## src/rtl/mult_pkg.sv

```systemverilog
// mult_pkg: shared state encodings and sizing helpers for the sequential multiplier.
package mult_pkg;
  typedef enum logic {ST_IDLE = 1'b0, ST_RUN = 1'b1} state_t;
  localparam int DEF_N = 5;
  function automatic int step_w(input int n);
    return $clog2(n) + 1;
  endfunction
  localparam int DEF_STEP_W = step_w(DEF_N);
endpackage

```

## src/rtl/mult_sched_adder.sv

```systemverilog
// mult_sched_adder: n-bit unsigned adder with carry out.
module mult_sched_adder #(
  parameter int n = 5
) (
  input  logic [n-1:0] i_a,
  input  logic [n-1:0] i_b,
  output logic [n-1:0] o_sum,
  output logic         o_carry
);
  assign {o_carry, o_sum} = {1'b0, i_a} + {1'b0, i_b};
endmodule

```

## src/rtl/mult_sched.sv

```systemverilog
// mult_sched: two-requester round-robin scheduler around one shift-add multiplier.
module mult_sched
  import mult_pkg::*;
#(
  parameter int N = DEF_N
) (
  input  logic           clk,
  input  logic           rst,
  input  logic           i_req0,
  input  logic [N-1:0]   i_a0,
  input  logic [N-1:0]   i_b0,
  input  logic           i_req1,
  input  logic [N-1:0]   i_a1,
  input  logic [N-1:0]   i_b1,
  output logic           o_gnt0,
  output logic           o_gnt1,
  output logic           o_busy,
  output logic           o_done,
  output logic           o_done_id,
  output logic [2*N-1:0] o_product
);
  localparam int SW = step_w(N);
  state_t         r_state, w_next;
  logic [N-1:0]   r_a;
  logic [2*N-1:0] r_p, w_p_next, r_product;
  logic [SW-1:0]  r_step;
  logic           r_id, r_last, r_gnt0, r_gnt1, r_done, r_done_id;
  logic           w_any, w_sel, w_last_step, w_take, w_gnt0_d, w_gnt1_d, w_done_d;
  logic [N-1:0]   w_s;
  logic           w_c;
  assign w_any       = i_req0 | i_req1;
  // Contention goes to whoever was not served last; a lone request always wins.
  assign w_sel       = (i_req0 & i_req1) ? ~r_last : i_req1;
  assign w_last_step = r_step == SW'(N - 1);
  mult_sched_adder #(.n(N)) u_add (
    .i_a    (r_p[2*N-1:N]),
    .i_b    (r_p[0] ? r_a : '0),
    .o_sum  (w_s),
    .o_carry(w_c)
  );
  assign w_p_next = {w_c, w_s, r_p[N-1:1]};
  always_ff @(posedge clk)
    r_state <= rst ? ST_IDLE : w_next;
  always_comb begin
    w_next = r_state;
    if (r_state == ST_IDLE) w_next = w_any ? ST_RUN : ST_IDLE;
    else                    w_next = w_last_step ? ST_IDLE : ST_RUN;
  end
  always_comb begin
    w_take   = (r_state == ST_IDLE) & w_any;
    w_gnt0_d = w_take & ~w_sel;
    w_gnt1_d = w_take & w_sel;
    w_done_d = (r_state == ST_RUN) & w_last_step;
  end
  always_ff @(posedge clk) begin
    if (rst) begin
      r_a       <= '0;
      r_p       <= '0;
      r_step    <= '0;
      r_id      <= 1'b0;
      r_last    <= 1'b1;
      r_gnt0    <= 1'b0;
      r_gnt1    <= 1'b0;
      r_done    <= 1'b0;
      r_done_id <= 1'b0;
      r_product <= '0;
    end else begin
      r_gnt0 <= w_gnt0_d;
      r_gnt1 <= w_gnt1_d;
      r_done <= w_done_d;
      if (w_take) begin
        r_a    <= w_sel ? i_a1 : i_a0;
        r_p    <= {{N{1'b0}}, (w_sel ? i_b1 : i_b0)};
        r_step <= '0;
        r_id   <= w_sel;
        r_last <= w_sel;
      end
      if (r_state == ST_RUN) begin
        r_p    <= w_p_next;
        r_step <= r_step + SW'(1);
      end
      if (w_done_d) begin
        r_product <= w_p_next;
        r_done_id <= r_id;
      end
    end
  end
  assign o_gnt0    = r_gnt0;
  assign o_gnt1    = r_gnt1;
  assign o_busy    = r_state == ST_RUN;
  assign o_done    = r_done;
  assign o_done_id = r_done_id;
  assign o_product = r_product;
endmodule

```

## config.mk

```make
export PLATFORM = sky130hd
export DESIGN_NAME = mult_sched
export DESIGN_NICKNAME = d
export VERILOG_FILES = /design/src/rtl/mult_pkg.sv /design/src/rtl/mult_sched_adder.sv /design/src/rtl/mult_sched.sv
export SDC_FILE = /design/constraint.sdc
export NUM_CORES = 1
export LEC_CHECK = 0
export ABC_AREA = 1
export CORE_ASPECT_RATIO = 1.5
export CORE_MARGIN = 4
export CORE_UTILIZATION = 54
export CTS_CLUSTER_SIZE = 28
export DETAILED_ROUTE_END_ITERATION = 7
export PLACE_DENSITY = 0.93
export REMOVE_ABC_BUFFERS = 1
export SLEW_MARGIN = 20
export SYNTH_ARGS = -nofsm -noshare
export SYNTH_HDL_FRONTEND = slang
export SYNTH_SLANG_ARGS = --single-unit
export TNS_END_PERCENT = 20
```

## constraint.sdc

```tcl
create_clock -name clk -period 4 [get_ports clk]
set_input_delay 0.8 -clock clk [delete_from_list [all_inputs] [get_ports clk]]
set_output_delay 0.8 -clock clk [all_outputs]
set_load 0.03 [all_outputs]
```

Yosys cells after proc, flatten, opt, wreduce, memory -nomap -nowiden
Index checks and enable logic that the tools add are counted.

Input port bits: 24. Register bits: 36. Output and inout port bits: 15.

Bitwise gates (word level): 9. $add $sub $neg: 2. Muxes and demuxes: 11. Reductions and logical operators: 1. Eq/ne operators: 1.

Operator list (number): $mux 10 (2); $mux 5 (3); $mux 4 (2); $add 5x5->6 (1); $and 1x1->1 (5); $add 4x1->4 const B (1); $eq 4x3->1 const B (1); $mux 1 (4); $not 1->1 (3); $reduce_bool 2->1 (1); $or 1x1->1 (1).

Longest topological paths before layout
Gate-level depths: netlist of the first run.

Depth after elaboration: 5. Depth in mapped cells: 12. Depth with buffers taken out: 12.

Modules after synthesis
Synthesis of the first run repeated with hierarchy kept, for this count alone.

Cell total of the unflattened synthesis: 250. Area total of the unflattened synthesis: 1805.5 um^2.

Modules (own cells, without submodules): mult_sched (area an instance 1615.3 um^2, cells each 220, seq. area each 720.7 um^2, times used 1); mult_sched_adder (area an instance 190.2 um^2, cells each 30, seq. area each 0.0 um^2, times used 1).

Worst setup path after synthesis of the first run
No wires, ideal clock.

Path kind: reg2reg. Start: register r_p[0]. End: register r_p[8]. Arrival time: 1.447 ns. Cell stages (with the launch flop): 12. Path slack: 2.421 ns. Library setup time: 0.132 ns. Period minus slack after synthesis: 1.579 ns. Cells stage by stage: dfxtp_1 -> nand2_1 -> inv_1 -> ha_1 -> inv_1 -> fa_1 -> inv_1 -> nand2_1 -> nand2_1 -> nand3_1 -> nand3_1 -> a21oi_1.

Cells in the longest elaborated chain, start to end: 3.

RTL lines: from (decl) (line mult_sched.sv:25) `logic [2*N-1:0] r_p, w_p_next, r_product;`; from (signal assigned) (line mult_sched.sv:73) `r_p <= {{N{1'b0}}, (w_sel ? i_b1 : i_b0)};`; from (signal assigned) (line mult_sched.sv:79) `r_p <= w_p_next;`; $mux 5 (line mult_sched.sv:37) `.i_b (r_p[0] ? r_a : '0),`; $add 5x5->6 (line mult_sched_adder.sv:10) `assign {o_carry, o_sum} = {1'b0, i_a} + {1'b0, i_b};`; $mux 10 (line mult_sched.sv:78) `if (r_state == ST_RUN) begin`.

No other way between the ends. A chain may end at the register's enable or synchronous reset.

Final worst setup path of the first run
Start: register r_state, in the netlist o_busy. End: output port o_busy.

RTL lines: from (decl) (line mult_sched.sv:23) `state_t r_state, w_next;`; from (signal assigned) (line mult_sched.sv:43) `r_state <= rst ? ST_IDLE : w_next;`; to (decl) (line mult_sched.sv:17) `output logic o_busy,`.

No word-level cell between the ends.

==> results.cfg, run 1 <==
[place]
dp.cells = 316
dp_hpwl_um = 2940
routabilityCongestion = 0.842
numPortBuffers = 38
dpl_worst_slack_ns = 1.50

[floorplanning]
start_util_pct = 56.9
coreArea_um2 = 3190
rows = 25
dieArea_um2 = 4380
io_pins = 39
die_height_um = 79.0
die_w_um = 55.4

[finish]
diodes = 0
nNetsFinal = 315
layout_commonest_cell = nand2_1
stdcell_count = 323
final_cell_mix = 67 x nand2_1, 39 x nand3_1, 38 x clkdlybuf4s50_1, 36 x dfxtp_1, 32 x inv_1
syn_to_final_growth_pct = 27.2
drive_gt1_share_pct = 11.7

[setup_path]
crit_path_start_kind = register
end_kind = primary output
crit_chain = buf_4 -> clkdlybuf4s50_1
path_max_fanout = 13
cp.arrival_ns = 1.59
cp_top_family = buffers and inverters
max_stage_delay_ns = 0.72
critPathBufInv = 2
path_class = reg2out
cp_slowest_cell = clkdlybuf4s50_1
cp.required_ns = 3.20

[power_and_ir_drop]
p_clk_share_pct = 36.4
p_per_area_nw_per_um2 = 328
power_switching_mw = 0.189
comb_power_share_pct = 13.6
p_sw_share_pct = 24.9
power_mw = 0.758
p_int_mw = 0.569
sequentialPowerShare_pct = 50.0
ir_drop_mv = 0.290
p_leak_nw = 1.04

[synth]
yosysUniqueCellTypes = 30
synth_xor_area_share_pct = 0.964
syn_area_um2 = 1820
synthMuxAreaShare_pct = 0
synth-simple-area-share_pct = 33.4
synth_compound_gate_area_share_pct = 9.16
ys_seq_area_share_pct = 39.7
yosysWarnings = 0
synth-seq-cells = 36
avgSynthCellArea_um2 = 7.48
synthAdderAreaFrac_pct = 5.92
synthCells = 243
synth_top_family_by_area = simple AND/OR/NAND/NOR gates

[clock_tree]
cts.path.max_buffers = 2
postCtsResizedCells = 0
cts_hold_buf = 0
cts_tree = yes
clock_latency_ns = 0.29
cts_num_sinks = 36
clk_pin_slew_ns = 0.07
cts_root_buf = clkbuf_8
cts_setup_buffers = 0
cts_buffers = 5
cts_max_level = 2

[timing]
rsz0062_at_grt = no
setup_ws_ns = 1.61
tns_ns = 0
final_max_slew_viol_count = 0
period_share_pct = 59.7
finClkSkew_ns = 0.00418
slew_headroom_pct = 56.9
finalSetupViolations = 0
hold_violations = 0
fin_crit_ns = 2.39
max_freq_ghz = 0.419
worst_pin_slew_ns = 0.645

[global_routing]
grt_pass1_vias = 1583
antenna_found_initial = 0
grt_usage_pct = 19.7
grt_max_degree = 23
grt_pass1_wl_um = 6840
grt-ovfl-total = 0

[min_path]
hold_class = reg2reg

[detailed_routing]
drtPass1Iterations = 4
ant_nets = 0
avgViaCountPerCell = 5.08
drt_iter0_drc = 48
drc = 0
wirelength_um = 3860
vias = 1640
routedWlPerCell_um = 11.9

[run]
drv_cap = 0

[run_status]
outcome = complete, no violations
## synth_stat cells
| master | n | area, um^2 |
|---|---|---|
| nor2_4 | 4 | 45.0 |
| nand2_2 | 2 | 12.5 |
| nor3_1 | 1 | 5.00 |
| buf_6 | 1 | 11.3 |
| nor2_1 | 4 | 15.0 |
| dfxtp_1 | 36 | 721 |
| o21ai_1 | 1 | 5.00 |
| clkinv_2 | 1 | 5.00 |
| or2_0 | 1 | 6.26 |
| nand4_1 | 1 | 6.26 |
| a21oi_1 | 14 | 70.1 |
| o21ai_2 | 7 | 61.3 |
| nand2_4 | 1 | 11.3 |
| nand2_1 | 67 | 251 |
| nand3_1 | 39 | 195 |
| nor2_8 | 2 | 40.0 |
| xor2_1 | 1 | 8.76 |
| inv_4 | 2 | 12.5 |
| xnor2_1 | 1 | 8.76 |
| nand4_2 | 1 | 12.5 |
| buf_2 | 2 | 10.0 |
| inv_6 | 1 | 8.76 |
| inv_1 | 32 | 120 |
| ha_1 | 7 | 87.6 |
| clkbuf_1 | 1 | 3.75 |
| or2_2 | 1 | 6.26 |
| fa_1 | 1 | 20.0 |
| inv_2 | 3 | 11.3 |
| buf_4 | 2 | 15.0 |
| o21ai_0 | 6 | 30.0 |
## worst min-delay path, stage by stage, from the launching register on
cell and delay (ns):
dfxtp_1 0.31, nand2_1 0.06, a21oi_1 0.05
## metal layers
layer / vias up / part of all wire [%] / track usage [%]
li1: 846 / - / -
met1: 744 / 39 / 20.1
met2: 39 / 54 / 37.2
met3: 11 / 4.6 / 4.88
met4: 0 / 2.6 / 9.00
met5: - / 0 / 0
## worst paths after layout
| path | start | end | slack, ns | cells past startpoint |
|---|---|---|---|---|
| hold reg to reg | r_a[0]$_SDFFE_PP0P_ | r_a[0]$_SDFFE_PP0P_ | 0.46 | 2 |
| hold / removal | r_a[0]$_SDFFE_PP0P_ | r_a[0]$_SDFFE_PP0P_ | 0.46 | 2 |
| setup reg to reg | r_p[0]$_SDFFE_PP0P_ | r_p[8]$_SDFFE_PP0P_ | 2.13 | 12 |
| setup / recovery | o_busy$_SDFF_PP0_ | o_busy | 1.61 | 2 |
## layout make-up
type,instances,area [um^2]
Multi-Input combinational cell,162,898
Fill cell,258,880
Sequential cell,36,721
Timing Repair Buffer,39,388
Inverter,39,158
Clock buffer,7,96.3
Tap cell,40,50.0
## power groups by stage
stage	sequential [mW]	clock [mW]	combinational (mW)
2_1_floorplan	0.392	0	0.0525
3_3_place_gp	0.386	0	0.0997
3_5_place_dp	0.387	0	0.103
4_1_cts	0.379	0.279	0.104
5_1_grt	0.380	0.292	0.114
6_report	0.379	0.276	0.103
## per-stage QoR
step                instance area [um^2]  util (%)  hold slack (ns)
floorplan                           1780         -            0.433
finish                              2310      72.4            0.465
detailed placement                  2210      69.4            0.455
global placement                    2210      69.4            0.450
global route                        2310      72.4            0.488
CTS                                 2310      72.4            0.466
## kinds of logic after synthesis
kind of cell,after synthesis
buffers and inverters,45
adder cells (fa/ha/maj),8
flip-flops,36
AND/OR/NAND/NOR,124
XOR/XNOR,2
AO/OA/AOI/OAI,28
## flip-flops by register name (all words and copies together) (netlist names)
signal	cells
r_p	10
r_id	1
o_busy	1
o_gnt1	1
o_gnt0	1
o_done	1
r_a	5
o_product	10
o_done_id	1
r_step	4
r_last	1
Note: power is estimated with default switching activity, not from simulation.
==> inputs of run 2 (changes only) <==
--- a/config.mk
+++ b/config.mk
@@ -8,10 +8,10 @@
 export ABC_AREA = 1
 export CORE_ASPECT_RATIO = 1.5
 export CORE_MARGIN = 4
-export CORE_UTILIZATION = 54
+export CORE_UTILIZATION = 50
 export CTS_CLUSTER_SIZE = 28
 export DETAILED_ROUTE_END_ITERATION = 7
-export PLACE_DENSITY = 0.93
+export PLACE_DENSITY = 0.88
 export REMOVE_ABC_BUFFERS = 1
 export SLEW_MARGIN = 20
 export SYNTH_ARGS = -nofsm -noshare
==> constraint.sdc (replaced) <==
create_clock -name clk -period 2.2 [get_ports clk]
set_input_delay 0.44 -clock clk [delete_from_list [all_inputs] [get_ports clk]]
set_output_delay 0.44 -clock clk [all_outputs]
set_load 0.03 [all_outputs]
==> run 2 against run 1 <==
  * Worst hold slack gained 0.0038 ns
  * Sequential cell count is the same
  * Die area grew 7.0%
  * Wire length grew 1.1%
  * Via count grew 2.4%
  * Core utilization shrank 5.2 points
  * Clock skew grew 0.00055 ns
  * Highest routed layer unchanged
==> results.cfg, run 2 (same netlist as run 1, synthesis figures left out) <==
[run_status]
outcome = complete, no violations

[clock_tree]
cts_num_sinks = 36
cts_buffers = 5
clock_latency_ns = 0.30
cts_root_buf = clkbuf_8
cts_tree = yes
postCtsResizedCells = 0
cts_setup_buffers = 0
clk_pin_slew_ns = 0.07
cts_max_level = 2
cts.path.max_buffers = 2
cts_hold_buf = 0

[power_and_ir_drop]
sequentialPowerShare_pct = 50.7
power_mw = 1.36
ir_drop_mv = 0.575
p_clk_share_pct = 35.5
p_leak_nw = 1.05
comb_power_share_pct = 13.7
p_sw_share_pct = 25.9
power_switching_mw = 0.353
p_int_mw = 1.01
p_per_area_nw_per_um2 = 587

[timing]
hold_violations = 0
finClkSkew_ns = 0.00473
tns_ns = 0
setup_ws_ns = 0.424
worst_pin_slew_ns = 0.386
finalSetupViolations = 0
slew_headroom_pct = 74.2
rsz0062_at_grt = no
max_freq_ghz = 0.563
final_max_slew_viol_count = 0
hold_ws_ns = 0.469
fin_crit_ns = 1.78
period_share_pct = 80.7

[finish]
layout_commonest_cell = nand2_1
drive_gt1_share_pct = 12.3
fillCellCount = 299
design_area_um2 = 2320
final_cell_mix = 67 x nand2_1, 39 x nand3_1, 38 x clkdlybuf4s50_1, 36 x dfxtp_1, 32 x inv_1
syn_to_final_growth_pct = 27.5
final_util_pct = 67.2
nNetsFinal = 316
diodes = 0
stdcell_count = 327

[detailed_routing]
drt_iter0_drc = 16
drc = 0
drtPass1Iterations = 4
vias = 1680
ant_nets = 0
avgViaCountPerCell = 5.14
wirelength_um = 3900
routedWlPerCell_um = 11.9

[place]
placed_cell_area_um2 = 2220
dp_hpwl_um = 3030
routabilityCongestion = 0.847
numPortBuffers = 38
dpl_worst_slack_ns = 0.447
dp.cells = 319

[floorplanning]
rows = 26
start_util_pct = 52.7
io_pins = 39
die_w_um = 57.2
die_height_um = 81.8
dieArea_um2 = 4680
coreArea_um2 = 3450

[setup_path]
end_kind = primary output
cp_slowest_cell = clkdlybuf4s50_1
cp.required_ns = 1.76
max_stage_delay_ns = 0.68
crit_chain = clkdlybuf4s50_1
crit_path_start_kind = register
path_class = reg2out
path_max_fanout = 2
critPathBufInv = 1
cp_top_family = buffers and inverters
cp.arrival_ns = 1.34

[global_routing]
antenna_found_initial = 0
grt_usage_pct = 18.9
grt_max_degree = 23
grt_pass1_vias = 1652
grt_pass1_wl_um = 6810
grt-ovfl-total = 0

[run]
drv_cap = 0

[min_path]
hold_class = reg2reg
-- run 2: final cells by class --
class | instances | area (um^2) | share of cell area [%]
multi-input cells | 162 | 898 | 38.8
flip-flops and latches | 36 | 721 | 31.1
repair buffers | 40 | 395 | 17.1
inverters | 39 | 158 | 6.80
clock buffers | 6 | 82.6 | 3.56
well taps | 42 | 52.6 | 2.27
clock inverters | 2 | 10.0 | 0.432
-- run 2: final timing paths --
check / slack, ns / cells after the start / start / end
min: 0.47 / 2 / r_last$_SDFFE_PP1P_ / r_last$_SDFFE_PP1P_
max reg2reg: 0.46 / 12 / r_p[0]$_SDFFE_PP0P_ / r_p[8]$_SDFFE_PP0P_
min reg2reg: 0.47 / 2 / r_last$_SDFFE_PP1P_ / r_last$_SDFFE_PP1P_
max: 0.42 / 1 / o_product[3]$_SDFFE_PP0P_ / o_product[3]
-- run 2: power by group through the flow --
stage / sequential [mW] / combinational, mW / clock (mW)
after floorplan: 0.713 / 0.0955 / 0
after global placement: 0.703 / 0.184 / 0
after detailed placement: 0.704 / 0.188 / 0
after CTS: 0.689 / 0.188 / 0.491
after global routing: 0.692 / 0.205 / 0.534
final: 0.690 / 0.187 / 0.483
-- run 2: metal layers --
layer,vias to the layer above,share of wire [%],global-route usage [%]
met4,0,2.4,8.82
met2,31,55,38.8
met1,794,38,16.2
li1,847,-,-
met3,8,4.0,5.35
met5,-,0,0
==> inputs of run 3 (changes only) <==
--- a/config.mk
+++ b/config.mk
@@ -8,10 +8,10 @@
 export ABC_AREA = 1
 export CORE_ASPECT_RATIO = 1.5
 export CORE_MARGIN = 4
-export CORE_UTILIZATION = 50
+export CORE_UTILIZATION = 45
 export CTS_CLUSTER_SIZE = 28
 export DETAILED_ROUTE_END_ITERATION = 7
-export PLACE_DENSITY = 0.88
+export PLACE_DENSITY = 0.84
 export REMOVE_ABC_BUFFERS = 1
 export SLEW_MARGIN = 20
 export SYNTH_ARGS = -nofsm -noshare
==> constraint.sdc (replaced) <==
create_clock -name clk -period 1.63 [get_ports clk]
set_input_delay 0.326 -clock clk [delete_from_list [all_inputs] [get_ports clk]]
set_output_delay 0.326 -clock clk [all_outputs]
set_load 0.03 [all_outputs]
==> run 3 against run 2 <==
  * The run now ends with negative setup slack left
  * Register-to-register slack got worse by 0.48 ns
  * Sequential power grew 35%
  * Sequential cell count unchanged
  * Clock-buffer cell count is 2 higher
  * Sequential share of layout area decreased by 1.3 points
  * Cell count up 2.8%
  * Global-route usage is 1.6 points lower
  * First-iteration DRC count grew to 2.8 times the previous value
  * Critical endpoint is now r_p[8]$_SDFFE_PP0P_
  * Largest power group unchanged
==> results.cfg, run 3 (same netlist as run 1, synthesis figures left out) <==
[min_path]
hold_class = reg2reg

[finish]
layout_commonest_cell = nand2_1
drive_gt1_share_pct = 16.8
syn_to_final_growth_pct = 33.5
final_cell_mix = 66 x nand2_1, 39 x nand3_1, 34 x dfxtp_1, 31 x inv_1, 24 x clkdlybuf4s50_1
nNetsFinal = 322
diodes = 0
design_area_um2 = 2430

[timing]
max_freq_ghz = 0.605
final_max_slew_viol_count = 0
finClkSkew_ns = 0.00795
period_share_pct = 101
setup_ws_ns = -0.0215
worst_pin_slew_ns = 0.323
hold_violations = 0
finalSetupViolations = 1
tns_ns = -0.0215
rsz0062_at_grt = yes
fin_crit_ns = 1.65
slew_headroom_pct = 78.5

[clock_tree]
clock_latency_ns = 0.29
cts_num_sinks = 36
clk_pin_slew_ns = 0.07
cts_max_level = 2
cts.path.max_buffers = 2
cts_buffers = 5
cts_tree = yes
cts_root_buf = clkbuf_8

[floorplanning]
die_w_um = 59.9
start_util_pct = 46.3
rows = 28
io_pins = 39
die_height_um = 85.8
coreArea_um2 = 3920
dieArea_um2 = 5140

[power_and_ir_drop]
power_mw = 1.85
p_leak_nw = 1.25
ir_drop_mv = 0.667
p_per_area_nw_per_um2 = 764

[setup_path]
crit_path_start_kind = register
path_max_fanout = 2
cp.arrival_ns = 1.87
end_kind = register
path_class = reg2reg
cp.required_ns = 1.85

[global_routing]
grt_pass1_vias = 1700
grt-ovfl-total = 0
grt_usage_pct = 17.3
grt_max_degree = 18
antenna_found_initial = 0
grt_pass1_wl_um = 6860

[detailed_routing]
avgViaCountPerCell = 5.08
drtPass1Iterations = 4
vias = 1708
wirelength_um = 4230
drt_iter0_drc = 45
routedWlPerCell_um = 12.6
ant_nets = 0
drc = 0

[run_status]
outcome = complete, but fails checks
violations = negative setup slack

[place]
placed_cell_area_um2 = 2270
dp_hpwl_um = 3040
routabilityCongestion = 0.793
numPortBuffers = 38

[run]
drv_cap = 0
run 3: changes by cell type in the layout (fill, tap and decap cells not counted), moves of 2 or more:
cell	delta
buf_4	+7
clkbuf_1	+2
dlygate4sd2_1	+4
dfxtp_2	+2
clkdlybuf4s50_1	-14
ha_1	-4
clkinv_2	-2
dlymetal6s2s_1	+9
dfxtp_1	-2
ha_4	+3
run 3: per-layer routing:
layer  GRT usage, %  routed length, um  up-vias
met5              0                  0        -
met1           16.9               1600      789
li1               -                  -      865
met2           31.9               2300       40
met4           10.7                167        0
met3           3.01                169       14
run 3: per-stage QoR:
step	instances	hold WS, ns	util, %	worst slack, ns
after floorplan	237	0.395	-	-0.127
after global placement	328	0.453	57.9	0.0460
after detailed placement	328	0.458	57.9	0.0205
after CTS	336	0.469	60.0	0.0000218
after global routing	336	0.484	61.8	-0.180
final	336	0.465	61.8	-0.0215
run 3: final cells by class:
cell class | count | area, um^2
sequential | 36 | 723
multi-input combinational | 162 | 943
fill | 340 | 1500
inverter | 39 | 158
clock buffer | 8 | 90.1
timing repair buffer | 46 | 455
tap | 45 | 56.3
run 3: path summary, 6_finish.rpt:
path	startpoint	to	slack (ns)	cells after the start
setup / recovery	r_p[0]$_SDFFE_PP0P_	r_p[8]$_SDFFE_PP0P_	-0.02	12
hold / removal	r_a[0]$_SDFFE_PP0P_	r_a[0]$_SDFFE_PP0P_	0.46	2
setup reg to reg	r_p[0]$_SDFFE_PP0P_	r_p[8]$_SDFFE_PP0P_	-0.02	12
hold reg to reg	r_a[0]$_SDFFE_PP0P_	r_a[0]$_SDFFE_PP0P_	0.46	2
run 3: worst max-delay path, cell delays in order, from the launching register on:
cell	delay (ns)
dfxtp_2	0.33
nand2_1	0.05
inv_1	0.05
ha_2	0.16
inv_1	0.05
fa_2	0.36
inv_2	0.07
nand2_1	0.07
nand2_1	0.10
nand2_1	0.05
nand2_1	0.08
nand3_1	0.09
a21oi_1	0.15
run 3: report_power, final:
group	internal [mW]	leakage (nW)	total, mW	switching [mW]
Sequential	0.912	0.294	0.929	0.0168
Combinational	0.120	0.908	0.268	0.149
Clock	0.345	0.0455	0.656	0.311
Total	1.38	1.25	1.85	0.477
run 3: what timing repair did:
| action | CTS | global route |
|---|---|---|
| gates resized for setup | 4 | 19 |
| setup endpoints to repair | 4 | 15 |
| buffers inserted | 0 | 0 |
| pin swaps | 0 | 1 |
| hold buffers | 0 | 0 |
